[config.mk]
export PLATFORM = sky130hd
export DESIGN_NAME = cc_lookup_refill_ctrl
export DESIGN_NICKNAME = d
export VERILOG_FILES = /design/src/rtl/cc_lookup_refill_ctrl.sv
export SDC_FILE = /design/constraint.sdc
export NUM_CORES = 1
export LEC_CHECK = 0
export ABC_CLOCK_PERIOD_IN_PS = 2300
export CORE_MARGIN = 2
export CORE_UTILIZATION = 35
export CTS_CLUSTER_DIAMETER = 80
export DETAILED_ROUTE_END_ITERATION = 10
export GPL_TIMING_DRIVEN = 1
export PLACE_DENSITY = 0.76
export SETUP_SLACK_MARGIN = 0.5
export SLEW_MARGIN = 15
export SYNTH_ARGS = -nofsm -noshare
export SYNTH_HDL_FRONTEND = slang
export SYNTH_SLANG_ARGS = --single-unit
[constraint.sdc]
create_clock -name clk -period 2.3 [get_ports clk]
set_clock_uncertainty 0.15 [all_clocks]
set_input_delay 0.46 -clock clk [delete_from_list [all_inputs] [get_ports clk]]
set_output_delay 0.46 -clock clk [all_outputs]
set_load 0.05 [all_outputs]
[src/rtl/cc_lookup_refill_ctrl.sv]
// -----------------------------------------------------------------------------
// cc_lookup_refill_ctrl
//
// Sequencer for the cache lookup path. One read request is accepted at a
// time; its address is split into tag [31:14], index [13:6] and offset [5:0].
// A single-cycle lookup pulse is launched to the tag comparator, then the
// controller waits for a hit or miss verdict. On a miss it requests the line
// from memory, writes every returned beat into the data array, then writes
// {valid, tag} into the tag array before signalling completion.
//
// Build option:
//   CC_REFILL_TIMEOUT_EN - when defined, a watchdog aborts a refill that sees
//                          TIMEOUT_CYCLES consecutive cycles without an AR or
//                          R handshake. The request then completes as a
//                          non-hit with err_o set and no tag write.
//
// Parameters:
//   BEATS_PER_LINE - memory beats per 64-byte line (power of 2, 2..16)
//   TIMEOUT_CYCLES - watchdog limit (only with CC_REFILL_TIMEOUT_EN)
//
// Ports:
//   clk, rst_n                    clock, synchronous active-low reset
//   req_valid_i / req_ready_o     upstream request handshake
//   req_addr_i                    request byte address
//   rsp_valid_o / rsp_hit_o       completion pulse and hit/refill indication
//   err_o                         sticky refill error (cleared by reset only)
//   tag_o / index_o / offset_o    lookup fields, held for the whole request
//   hs_pulse_o                    one-cycle lookup launch to the comparator
//   hit_i / miss_i                comparator verdict
//   mem_arvalid_o / mem_arready_i line read request handshake
//   mem_araddr_o                  line-aligned read address {tag, index, 0}
//   mem_rvalid_i / mem_rready_o   read data beat handshake
//   mem_rlast_i                   memory's end-of-burst marker (checked only)
//   data_wren_o                   data array beat write strobe
//   data_windex_o / data_wbeat_o  data array write set and beat position
//   tag_wren_o                    tag array write strobe
//   tag_windex_o / tag_wdata_o    tag array write set and {1'b1, tag}
//
// Every output is a flop; there is no combinational input-to-output path.
// -----------------------------------------------------------------------------
module cc_lookup_refill_ctrl #(
    parameter int BEATS_PER_LINE = 8,
    parameter int TIMEOUT_CYCLES = 256
) (
    input  logic                              clk,
    input  logic                              rst_n,
    input  logic                              req_valid_i,
    output logic                              req_ready_o,
    input  logic [31:0]                       req_addr_i,
    output logic                              rsp_valid_o,
    output logic                              rsp_hit_o,
    output logic                              err_o,
    output logic [17:0]                       tag_o,
    output logic [7:0]                        index_o,
    output logic [5:0]                        offset_o,
    output logic                              hs_pulse_o,
    input  logic                              hit_i,
    input  logic                              miss_i,
    output logic                              mem_arvalid_o,
    input  logic                              mem_arready_i,
    output logic [31:0]                       mem_araddr_o,
    input  logic                              mem_rvalid_i,
    output logic                              mem_rready_o,
    input  logic                              mem_rlast_i,
    output logic                              data_wren_o,
    output logic [7:0]                        data_windex_o,
    output logic [$clog2(BEATS_PER_LINE)-1:0] data_wbeat_o,
    output logic                              tag_wren_o,
    output logic [7:0]                        tag_windex_o,
    output logic [18:0]                       tag_wdata_o
);

    localparam int BEAT_W = $clog2(BEATS_PER_LINE);
    localparam logic [BEAT_W-1:0] LAST_BEAT = BEAT_W'(BEATS_PER_LINE - 1);

    typedef enum logic [2:0] {
        S_IDLE   = 3'd0,
        S_LOOKUP = 3'd1,
        S_WAIT   = 3'd2,
        S_AR     = 3'd3,
        S_REFILL = 3'd4,
        S_TAGWR  = 3'd5,
        S_RESP   = 3'd6
    } state_t;

    state_t            state_r;
    logic [BEAT_W-1:0] beat_cnt_r;
    logic              wd_expire_s;

`ifdef CC_REFILL_TIMEOUT_EN
    // Width holds the value TIMEOUT_CYCLES itself so any limit >= 1 fits.
    localparam int WD_W = $clog2(TIMEOUT_CYCLES + 1);

    logic [WD_W-1:0] wd_cnt_r;
    logic            wd_stall_s;

    // A stall cycle is one spent waiting in AR or REFILL without a handshake.
    assign wd_stall_s = ((state_r == S_AR)     && !mem_arready_i) ||
                        ((state_r == S_REFILL) && !mem_rvalid_i);

    // Fires on the TIMEOUT_CYCLES-th consecutive stall cycle.
    assign wd_expire_s = wd_stall_s && (wd_cnt_r == WD_W'(TIMEOUT_CYCLES - 1));

    // Watchdog: counts consecutive stall cycles, cleared by any handshake or
    // by leaving the memory states.
    always_ff @(posedge clk) begin
        if (!rst_n) begin
            wd_cnt_r <= '0;
        end else if (wd_stall_s) begin
            wd_cnt_r <= wd_cnt_r + WD_W'(1);
        end else begin
            wd_cnt_r <= '0;
        end
    end
`else
    // Without the watchdog the controller waits on memory indefinitely.
    assign wd_expire_s = 1'b0;
`endif

    // Main sequencer: state register plus every registered output.
    always_ff @(posedge clk) begin
        if (!rst_n) begin
            // A reset mid-refill simply abandons the burst; nothing is written.
            state_r       <= S_IDLE;
            beat_cnt_r    <= '0;
            req_ready_o   <= 1'b1;
            rsp_valid_o   <= 1'b0;
            rsp_hit_o     <= 1'b0;
            err_o         <= 1'b0;
            tag_o         <= 18'd0;
            index_o       <= 8'd0;
            offset_o      <= 6'd0;
            hs_pulse_o    <= 1'b0;
            mem_arvalid_o <= 1'b0;
            mem_araddr_o  <= 32'd0;
            mem_rready_o  <= 1'b0;
            data_wren_o   <= 1'b0;
            data_windex_o <= 8'd0;
            data_wbeat_o  <= '0;
            tag_wren_o    <= 1'b0;
            tag_windex_o  <= 8'd0;
            tag_wdata_o   <= 19'd0;
        end else begin
            // Single-cycle strobes drop unless a state below re-asserts them.
            hs_pulse_o  <= 1'b0;
            rsp_valid_o <= 1'b0;
            data_wren_o <= 1'b0;
            tag_wren_o  <= 1'b0;

            case (state_r)
                S_IDLE: begin
                    if (req_valid_i) begin
                        tag_o       <= req_addr_i[31:14];
                        index_o     <= req_addr_i[13:6];
                        offset_o    <= req_addr_i[5:0];
                        req_ready_o <= 1'b0;
                        hs_pulse_o  <= 1'b1;
                        state_r     <= S_LOOKUP;
                    end else begin
                        req_ready_o <= 1'b1;
                    end
                end

                S_LOOKUP: begin
                    // hs_pulse_o was raised on entry and drops via the default.
                    state_r <= S_WAIT;
                end

                S_WAIT: begin
                    // miss_i is checked first so an illegal hit+miss refills.
                    if (miss_i) begin
                        mem_arvalid_o <= 1'b1;
                        mem_araddr_o  <= {tag_o, index_o, 6'd0};
                        state_r       <= S_AR;
                    end else if (hit_i) begin
                        rsp_valid_o <= 1'b1;
                        rsp_hit_o   <= 1'b1;
                        state_r     <= S_RESP;
                    end else begin
                        state_r <= S_WAIT;
                    end
                end

                S_AR: begin
                    if (mem_arready_i) begin
                        mem_arvalid_o <= 1'b0;
                        mem_rready_o  <= 1'b1;
                        beat_cnt_r    <= '0;
                        state_r       <= S_REFILL;
                    end else if (wd_expire_s) begin
                        mem_arvalid_o <= 1'b0;
                        err_o         <= 1'b1;
                        rsp_valid_o   <= 1'b1;
                        rsp_hit_o     <= 1'b0;
                        state_r       <= S_RESP;
                    end else begin
                        state_r <= S_AR;
                    end
                end

                S_REFILL: begin
                    if (mem_rvalid_i) begin
                        data_wren_o   <= 1'b1;
                        data_wbeat_o  <= beat_cnt_r;
                        data_windex_o <= index_o;
                        beat_cnt_r    <= beat_cnt_r + BEAT_W'(1);
                        // The burst length is fixed by the beat count; rlast is
                        // only cross-checked, and any disagreement is flagged.
                        if ((beat_cnt_r == LAST_BEAT) != mem_rlast_i) begin
                            err_o <= 1'b1;
                        end
                        if (beat_cnt_r == LAST_BEAT) begin
                            mem_rready_o <= 1'b0;
                            tag_wren_o   <= 1'b1;
                            tag_windex_o <= index_o;
                            tag_wdata_o  <= {1'b1, tag_o};
                            state_r      <= S_TAGWR;
                        end else begin
                            state_r <= S_REFILL;
                        end
                    end else if (wd_expire_s) begin
                        // Abandon the line: no tag write, so it stays invalid.
                        mem_rready_o <= 1'b0;
                        err_o        <= 1'b1;
                        rsp_valid_o  <= 1'b1;
                        rsp_hit_o    <= 1'b0;
                        state_r      <= S_RESP;
                    end else begin
                        state_r <= S_REFILL;
                    end
                end

                S_TAGWR: begin
                    rsp_valid_o <= 1'b1;
                    rsp_hit_o   <= 1'b0;
                    state_r     <= S_RESP;
                end

                S_RESP: begin
                    rsp_hit_o   <= 1'b0;
                    req_ready_o <= 1'b1;
                    state_r     <= S_IDLE;
                end

                default: begin
                    // Unreachable encoding: drop any handshake and go idle.
                    mem_arvalid_o <= 1'b0;
                    mem_rready_o  <= 1'b0;
                    rsp_hit_o     <= 1'b0;
                    req_ready_o   <= 1'b1;
                    state_r       <= S_IDLE;
                end
            endcase
        end
    end

endmodule

==> metrics list, run 1 <==
* Critical path required time: around 1.7 ns
* Levels on crit path: 1
- Highest clock rate: roughly 0.57 GHz
- Number of buffers inserted by port buffering: approximately 140
- Seq/Total Area, Yosys: between 50% and 60%
- Max-cap violations in this run came to 0.
* FILL cells: about 1000
- In this run the cell area of the synthesized design comes to around 4000 µm².
- Proportion of layout cells with a drive suffix above 1: around a quarter
- Setup repair after global routing left no endpoint under its margin.
* Min-delay worst type: reg2reg
* Routability-driven placement congestion ratio: roughly 0.81
- The floorplan has 38 rows.
- For this design the ratio of total power to cell area is 760.1 nW/µm².
- After global routing, the most crowded layer is met2.
* Number of hold violations in the final report: 0
- Final std cell area, no fill: just under 6000 µm²
- Count of pins on the block boundary: 151
- Entering global routing, the biggest net connects 74 pins.
- R2r worst-path depth: 4
* Worst VDD drop: 0.3695 mV
- For this design the static power due to leakage is 2.299 nW.
- Height of the chip: 110.8 µm
- Worst hold margin: ~0.30 ns
- Setup slack of the most critical reg-to-reg path: ~0.66 ns
- Count of antenna-violating nets left after detailed routing: 0
* Number of setup buffers added after CTS: 0
- Worst setup path endpoint: rsp_valid_o
- In this run, synthesis inferred 0 flip-flops with an integrated enable.
* Total global routing overflow: 0
* Tot GR Track Use: 17.02%
* Wire length of the first global-routing pass: between 15 and 20 mm
- Power spent charging and discharging nets: ~0.0013 W
* Count of final setup violators: 0
- No sink is reached through more buffers than the 2 on the longest clock path.
- In this design, the largest share of critical-path delay is due to buffers and inverters.
- The signal on the critical path passes through clkdlybuf4s15_1.
- Data arrives at the worst endpoint at between 1 and 1.5 ns.
* Clock Latency Late Sink: approximately 0.34 ns
- First element of the critical path: rsp_valid_o
- Routed via count divided by cell count: 4.896
- Internal Dissipation: between 0.003 and 0.004 W
- Die width: 110.8 µm
- Once layout is complete, the utilization of the core stands at 53.29%.
- Number of sinks driven by the clock tree: 111
* N_diodes: 0
* Placeable Area: ~11000 µm²
* Routed WL: between 10 and 15 mm
* Global routing met3 resource utilization: approximately 7.7%
* Longest individual stage delay on the worst path: 0.49 ns
- Placement Cell Area: roughly 5600 µm²
- Number of nets in the layout: 611
- Net switching is between 20 and 30% of the power.
* Share of power burned in the clock network: about 34%
- Count of yosys warnings during synthesis: 0
* Combinational cell fraction of total power: approximately 18%
* Number of antenna violations at the first check in global routing: 0
- Outcome: complete, no violations
* Clock slew at the register clock pins of the worst setup and hold paths: approximately 0.07 ns
* Met2 routing resource usage after global routing: 28.67%
* Slowest library cell on the worst path: sky130_fd_sc_hd__clkdlybuf4s15_1
- In this run the critical register-to-register path is launched from state_r[2].
- Number of synthesized register bits: between 100 and 150
- Setup TNS: 0 ns
- Average cell area after synthesis: ~9.0 µm²
* Worst Setup Path Type: reg2out
- The die covers approximately 12000 µm².
- Per-cell routed wire length: around 15 µm
- The number of buffers and inverters on the critical path is 1.
- Sequential cells burn between 40% and 50% of the power.
- Highest-count cells in the layout ignoring fill and taps: sky130_fd_sc_hd__dfxtp_1 (108), sky130_fd_sc_hd__nand2_1 (87), sky130_fd_sc_hd__clkdlybuf4s15_2 (80)
- The first routing iteration left approximately 140 violations.
- TritonCTS built the clock tree.
- Counting every instance in the synthesized netlist gives 443.
- CTS placed an instance of sky130_fd_sc_hd__clkbuf_16 at the clock tree root.
- In this run the worst path has a maximum fanout of 1.
* CTS H-tree depth: 3
- After legalization and detailed placement, the total HPWL measured between 7 and 8 mm.
- Top FF cell, synth: sky130_fd_sc_hd__dfxtp_1
* Detailed-router iteration count before antenna repair: 4
- Buffers inserted during clock tree synthesis total 9.
* Area growth from synthesis to final layout: 46.74%
* RR Endpoint: tag_wdata_o[16]
- Number of distinct standard cells referenced by the synthesized netlist: 35
* Ys async rst share: 0%
- Design Power: roughly 0.0044 W
* Number of DRC violations after detailed routing: 0
- Overall via count from detail_route: roughly 3500
- For this run, global-route usage on met1 was measured as 19.62%.
- Number of max-slew violations in the final report: 0
- Final worst path period need: between 1.5 and 2 ns
* Startpoint type of the worst setup path: flop
- In the finished design, the share of the clock period the worst path needs comes to roughly 76%.
- The library cell used most frequently in the layout, excluding fill and tap cells, is sky130_fd_sc_hd__dfxtp_1.
- Effective utilization at floorplan: between 30% and 40%
- Vias in the first global route: 3480
- The worst setup path is captured at an output pin.
[kinds of logic (layout without fill, tap and decap cells)]
kind of cell	Yosys count	in the layout	share of synthesized area [%]
AND/OR/NAND/NOR	167	167	19.39
flip-flops	111	111	55.71
AO/OA/AOI/OAI	88	88	11.57
buffers and inverters	46	172	5.583
multiplexers	27	27	6.807
adder cells (fa/ha/maj)	2	2	0.6273
other	1	6	0.09401
XOR/XNOR	1	1	0.2196
[state kept, by name (all words and copies together), names as in the netlist]
signal	cells
rsp_valid_o	1
offset_o	6
tag_o	18
tag_wdata_o	19
mem_rready_o	1
rsp_hit_o	1
tag_wren_o	1
state_r	3
data_wren_o	1
tag_windex_o	8
err_o	1
beat_cnt_r	3
data_wbeat_o	3
mem_arvalid_o	1
hs_pulse_o	1
index_o	8
data_windex_o	8
req_ready_o	1
mem_araddr_o	26
[how the worst min path moves through the flow]
stage / from / to / cells after the start / slack [ns]
final: mem_arvalid_o / mem_arvalid_o / 2 / 0.30
after global routing: mem_arvalid_o / mem_arvalid_o / 2 / 0.32
after CTS: mem_arvalid_o / mem_arvalid_o / 2 / 0.30
after detailed placement: mem_arvalid_o / mem_arvalid_o / 2 / 0.30
after global placement: mem_arvalid_o / mem_arvalid_o / 2 / 0.29
after floorplan: beat_cnt_r[1] / data_wbeat_o[1] / 2 / 0.30
[synth_stat cells (2+ instances only)]
cell	instances	share of area [%]
sky130_fd_sc_hd__a22o_1	2	0.44
sky130_fd_sc_hd__or3_1	2	0.31
sky130_fd_sc_hd__nor2_1	6	0.56
sky130_fd_sc_hd__nand4bb_1	2	0.56
sky130_fd_sc_hd__ha_1	2	0.63
sky130_fd_sc_hd__buf_1	4	0.38
sky130_fd_sc_hd__inv_1	3	0.28
sky130_fd_sc_hd__buf_2	10	1.3
sky130_fd_sc_hd__dfxtp_1	111	56
sky130_fd_sc_hd__clkbuf_1	21	2.0
sky130_fd_sc_hd__nand2_1	87	8.2
sky130_fd_sc_hd__a21oi_1	21	2.6
sky130_fd_sc_hd__buf_6	2	0.56
sky130_fd_sc_hd__nand3_1	59	7.4
sky130_fd_sc_hd__buf_4	6	1.1
sky130_fd_sc_hd__mux2i_1	26	6.5
sky130_fd_sc_hd__o21ai_0	61	7.7
[layer usage]
layer	vias up	share of wire (%)	wire length, µm
li1	1752	-	-
met1	1625	42	4358
met2	109	48	4972
met3	10	8.9	927
met4	0	0.98	102
met5	-	0	0
[worst register-to-register path: cells and delay by family, from the launching register on]
kind | cells | cell delay (ns)
buffers and inverters | 1 | 0.18
muxes | 1 | 0.17
and+or+nand+nor | 2 | 0.54
DFF | 1 | 0.48
[stage by stage]
step                setup slack, ns  cells
CTS                          0.3786    714
global route                 0.5008    714
finish                       0.5496    714
floorplan                    0.7534    448
detailed placement           0.2092    698
global placement             0.2240    698
[what timing repair did]
item                       4_1_cts  5_1_grt
resized for setup              288       29
hold buffers                     0        0
gates cloned                     0        0
pin swaps                        0        1
setup endpoints to repair      106       35
[power by group through the flow]
| stage | Sequential, W | Clock, W | Combinational (W) |
|---|---|---|---|
| floorplan | 0.00241 | 0 | 0.000274 |
| global placement | 0.00214 | 0 | 0.000849 |
| detailed placement | 0.00215 | 0 | 0.000860 |
| CTS | 0.00211 | 0.00157 | 0.000834 |
| global route | 0.00212 | 0.00166 | 0.000874 |
| finish | 0.00211 | 0.00152 | 0.000821 |
[cell type report]
cell class | instances | area (µm²) | share of cell area (%)
repair buffers | 153 | 1554 | 26.55
flip-flops and latches | 111 | 2226 | 38.03
clock buffers | 10 | 229.0 | 3.912
multi-input cells | 291 | 1597 | 27.28
inverters | 3 | 11.26 | 0.1924
well taps | 140 | 175.2 | 2.993
clock inverters | 6 | 61.31 | 1.047
No activity file was read; power rests on OpenSTA's default activity.
==> run 2, diff against run 1 <==
ABC_CLOCK_PERIOD_IN_PS = 1800   (was 2300)
clock period = 1.8 ns   (was 2.3 ns; I/O delays follow)
==> run 2 against run 1 <==
Power up 58%. Sequential power rose by 29%. Cell count rose by 12%. Routed wire length rose by 58%. First-iteration DRC count increased by 78%. Setup slack lost 0.32 ns. Register-to-register slack got worse by 0.43 ns. Critical endpoint is now offset_o[4]. Highest routed layer unchanged.
==> metrics list, run 2 (synthesis gave the netlist of run 1 again) <==
- At the later pin of the worst-skew pair, clock insertion delay measures around 0.35 ns.
- Number of DRC violations after detailed routing: 0
- For this configuration, the core starts out at a cell density of between 30% and 40%.
- STA puts the critical path data required time at ~1.9 ns.
- Number of antenna violations at the first check in global routing: 0
* Worst VDD drop: between 0.6 and 0.7 mV
* Routed WL: around 16 mm
* N_diodes: 0
- Buffer and inverter count on the worst path: 3
* Crit path max-delay family: buffers and inverters
- The H-tree was split into 3 levels.
* Vias in the first global route: around 4100
- Dividing the detail-routed wire length by the instance count gives between 20 and 25 µm.
* Detailed-router iteration count before antenna repair: 6
- Element type at the critical path end: flop
- Entering global routing, the biggest net connects 93 pins.
* Placeable Area: about 11000 µm²
- The largest registers in the layout are mem_araddr_o x26, tag_wdata_o x19, tag_o x18.
- After the last flow step, the layout net total stands at 698.
- Proportion of layout cells with a drive suffix above 1: between 60% and 70%
- Share of the clock period used by the worst path: approximately 87%
- Outcome: complete, no violations
- Leaving out fill and tap cells, the most frequent cell in the layout is sky130_fd_sc_hd__buf_8.
- Slowest library cell on the worst path: sky130_fd_sc_hd__dfxtp_4
- The register with the most flip-flops in the layout has 26 of them.
- Maximum buffer depth of the clock tree: 2
- Final worst path period need: about 1.6 ns
* Placement Cell Area: approximately 5400 µm²
- Along the worst path, the maximum fanout reaches 5.
* Highest signal layer in the routed design: met4
- Unrepaired setup endpoints after global routing: true
* Final std cell area, no fill: slightly above 8000 µm²
* Die width: between 100 and 150 µm
* Switching fraction of total power: a little under a third
* Area growth from synthesis to final layout: 104.9%
* Wire length of the first global-routing pass: roughly 22 mm
- Summed over all cells, the static leakage comes to roughly 3.5 nW.
* Number of sinks driven by the clock tree: ~110
- Longest individual stage delay on the worst path: around 0.38 ns
- FILL cells: 685
* Critical-path cell list: nor4b_4, buf_6, buf_8, clkbuf_16, nand3_2, o21ai_1
* Max-cap violations: 0
- HPWL reported at the end of detailed placement: 7.329 mm
- Power spent charging and discharging nets: 0.002149 W
- Final hold analysis gives a worst-case slack of around 0.16 ns.
* Routed wire length on met3: about 1.3 mm
- Area of combinational cells with multiple inputs: 2155 µm²
* Total die area: about 12000 µm²
* Routed via count divided by cell count: between 5 and 6
- For this block, the initial DRC count from the detailed router was between 200 and 300.
- Combinational cell fraction of total power: roughly 29%
- Setup violations remaining at the end of the flow were counted as 0.
* Highest clock rate: approximately 0.64 GHz
- Met2 wire length: 8.446 mm
- The worst setup path is launched from a flop.
- CTS Buf Count: 9
- Summed over all layers, the global routing overflow is 0.
- Top register by number of flip-flops: mem_araddr_o
- The worst hold path belongs to the class in2reg.
- Share of power burned in the clock network: around a third
- Data arrives at the worst endpoint at ~1.7 ns.
* Number of max-slew violations in the final report: 0
- Tot GR Track Use: a little under a quarter
- Summing internal, switching and leakage power gives roughly 0.007 W.
- TritonCTS built the clock tree.
- Routability-driven placement congestion ratio: a little over 0.8
- Sequential cell area: 2395 µm²
- The internal power of the cells totals around 0.0049 W.
- Worst Setup Path Type: reg2reg
* Count of antenna-violating nets left after detailed routing: 0
- Cell Pwr Density: around 860 nW/µm²
- Proportion of power drawn by flip-flops and latches: roughly 39%
- Number of hold violations in the final report: 0
* CTS Root Cell: sky130_fd_sc_hd__clkbuf_16
- In the layout the commonest cells are sky130_fd_sc_hd__buf_8 (100), sky130_fd_sc_hd__dfxtp_2 (96), sky130_fd_sc_hd__nand2_1 (77).
- Metal1 wirelength: 6.223 mm
- The count of buffers added on input and output ports is between 100 and 150.
- Number of placement rows: 38
- Count of pins on the block boundary: about 150
- Height of the chip: 110.8 µm
- Overall via count from detail_route: 4210
- After clock tree synthesis, the clock-pin slew on the worst setup and hold paths is ~0.07 ns.
run 2: cell types whose count changed in the layout (fill, tap and decap cells not counted), moves of 42 or more:
cell                              before  now
sky130_fd_sc_hd__buf_4                 5   59
sky130_fd_sc_hd__buf_8                 0  100
sky130_fd_sc_hd__clkdlybuf4s15_2      80    0
sky130_fd_sc_hd__dfxtp_1             108    1
sky130_fd_sc_hd__dfxtp_2               3   96
sky130_fd_sc_hd__nand3_1              59   17
sky130_fd_sc_hd__o21ai_0              61    1
run 2: layout make-up:
class	instances	area share [%]
Inverter	3	0.1684
Timing Repair Buffer	237	37.78
Tap cell	140	2.143
Multi-Input combinational cell	294	26.36
Sequential cell	111	29.30
Clock buffer	9	2.756
Clock inverter	7	1.485
run 2: worst min-delay path: stages:
cell and delay (ns):
sky130_fd_sc_hd__buf_4 0.15, sky130_fd_sc_hd__nand2_1 0.07, sky130_fd_sc_hd__a21oi_1 0.04
run 2: path summary, 6_finish.rpt:
check | start | depth (start not counted) | slack, ns | endpoint
hold reg to reg | offset_o[0] | 2 | 0.32 | offset_o[0]
setup / recovery | state_r[0] | 6 | 0.23 | offset_o[4]
setup reg to reg | state_r[0] | 6 | 0.23 | offset_o[4]
hold / removal | rst_n | 3 | 0.16 | state_r[1]
run 2: per-stage QoR:
stage	setup TNS, ns	utilization, %	setup WS, ns	cells
final	0	74.41	0.2281	801
after global routing	0	74.41	0.1815	801
after CTS	0	65.69	0.3100	760
after floorplan	0	-	0.4020	448
after detailed placement	-6.694	48.72	-0.1536	699
after global placement	-5.088	48.72	-0.1113	699
run 2: power by group through the flow:
stage	clock (W)	sequential [W]	combinational, W
floorplan	0	0.00308	0.000370
CTS	0.00232	0.00273	0.00169
global placement	0	0.00275	0.00107
detailed placement	0	0.00276	0.00108
global route	0.00243	0.00274	0.00209
finish	0.00230	0.00273	0.00202
run 2: what timing repair did:
action                                  in CTS  in global routing
resized for setup                          360                170
endpoints found under the setup margin     211                215
cloned                                      11                  9
buffers inserted                            34                 32
hold buffers                                 0                  0
pin swaps                                   16                 55
run 2: per-layer routing:
metal / GRT usage (%) / vias to the layer above
li1: - / 1944
met1: 27.39 / 2044
met2: 39.67 / 188
met3: 7.326 / 34
met4: 6.417 / 0
met5: 0 / -
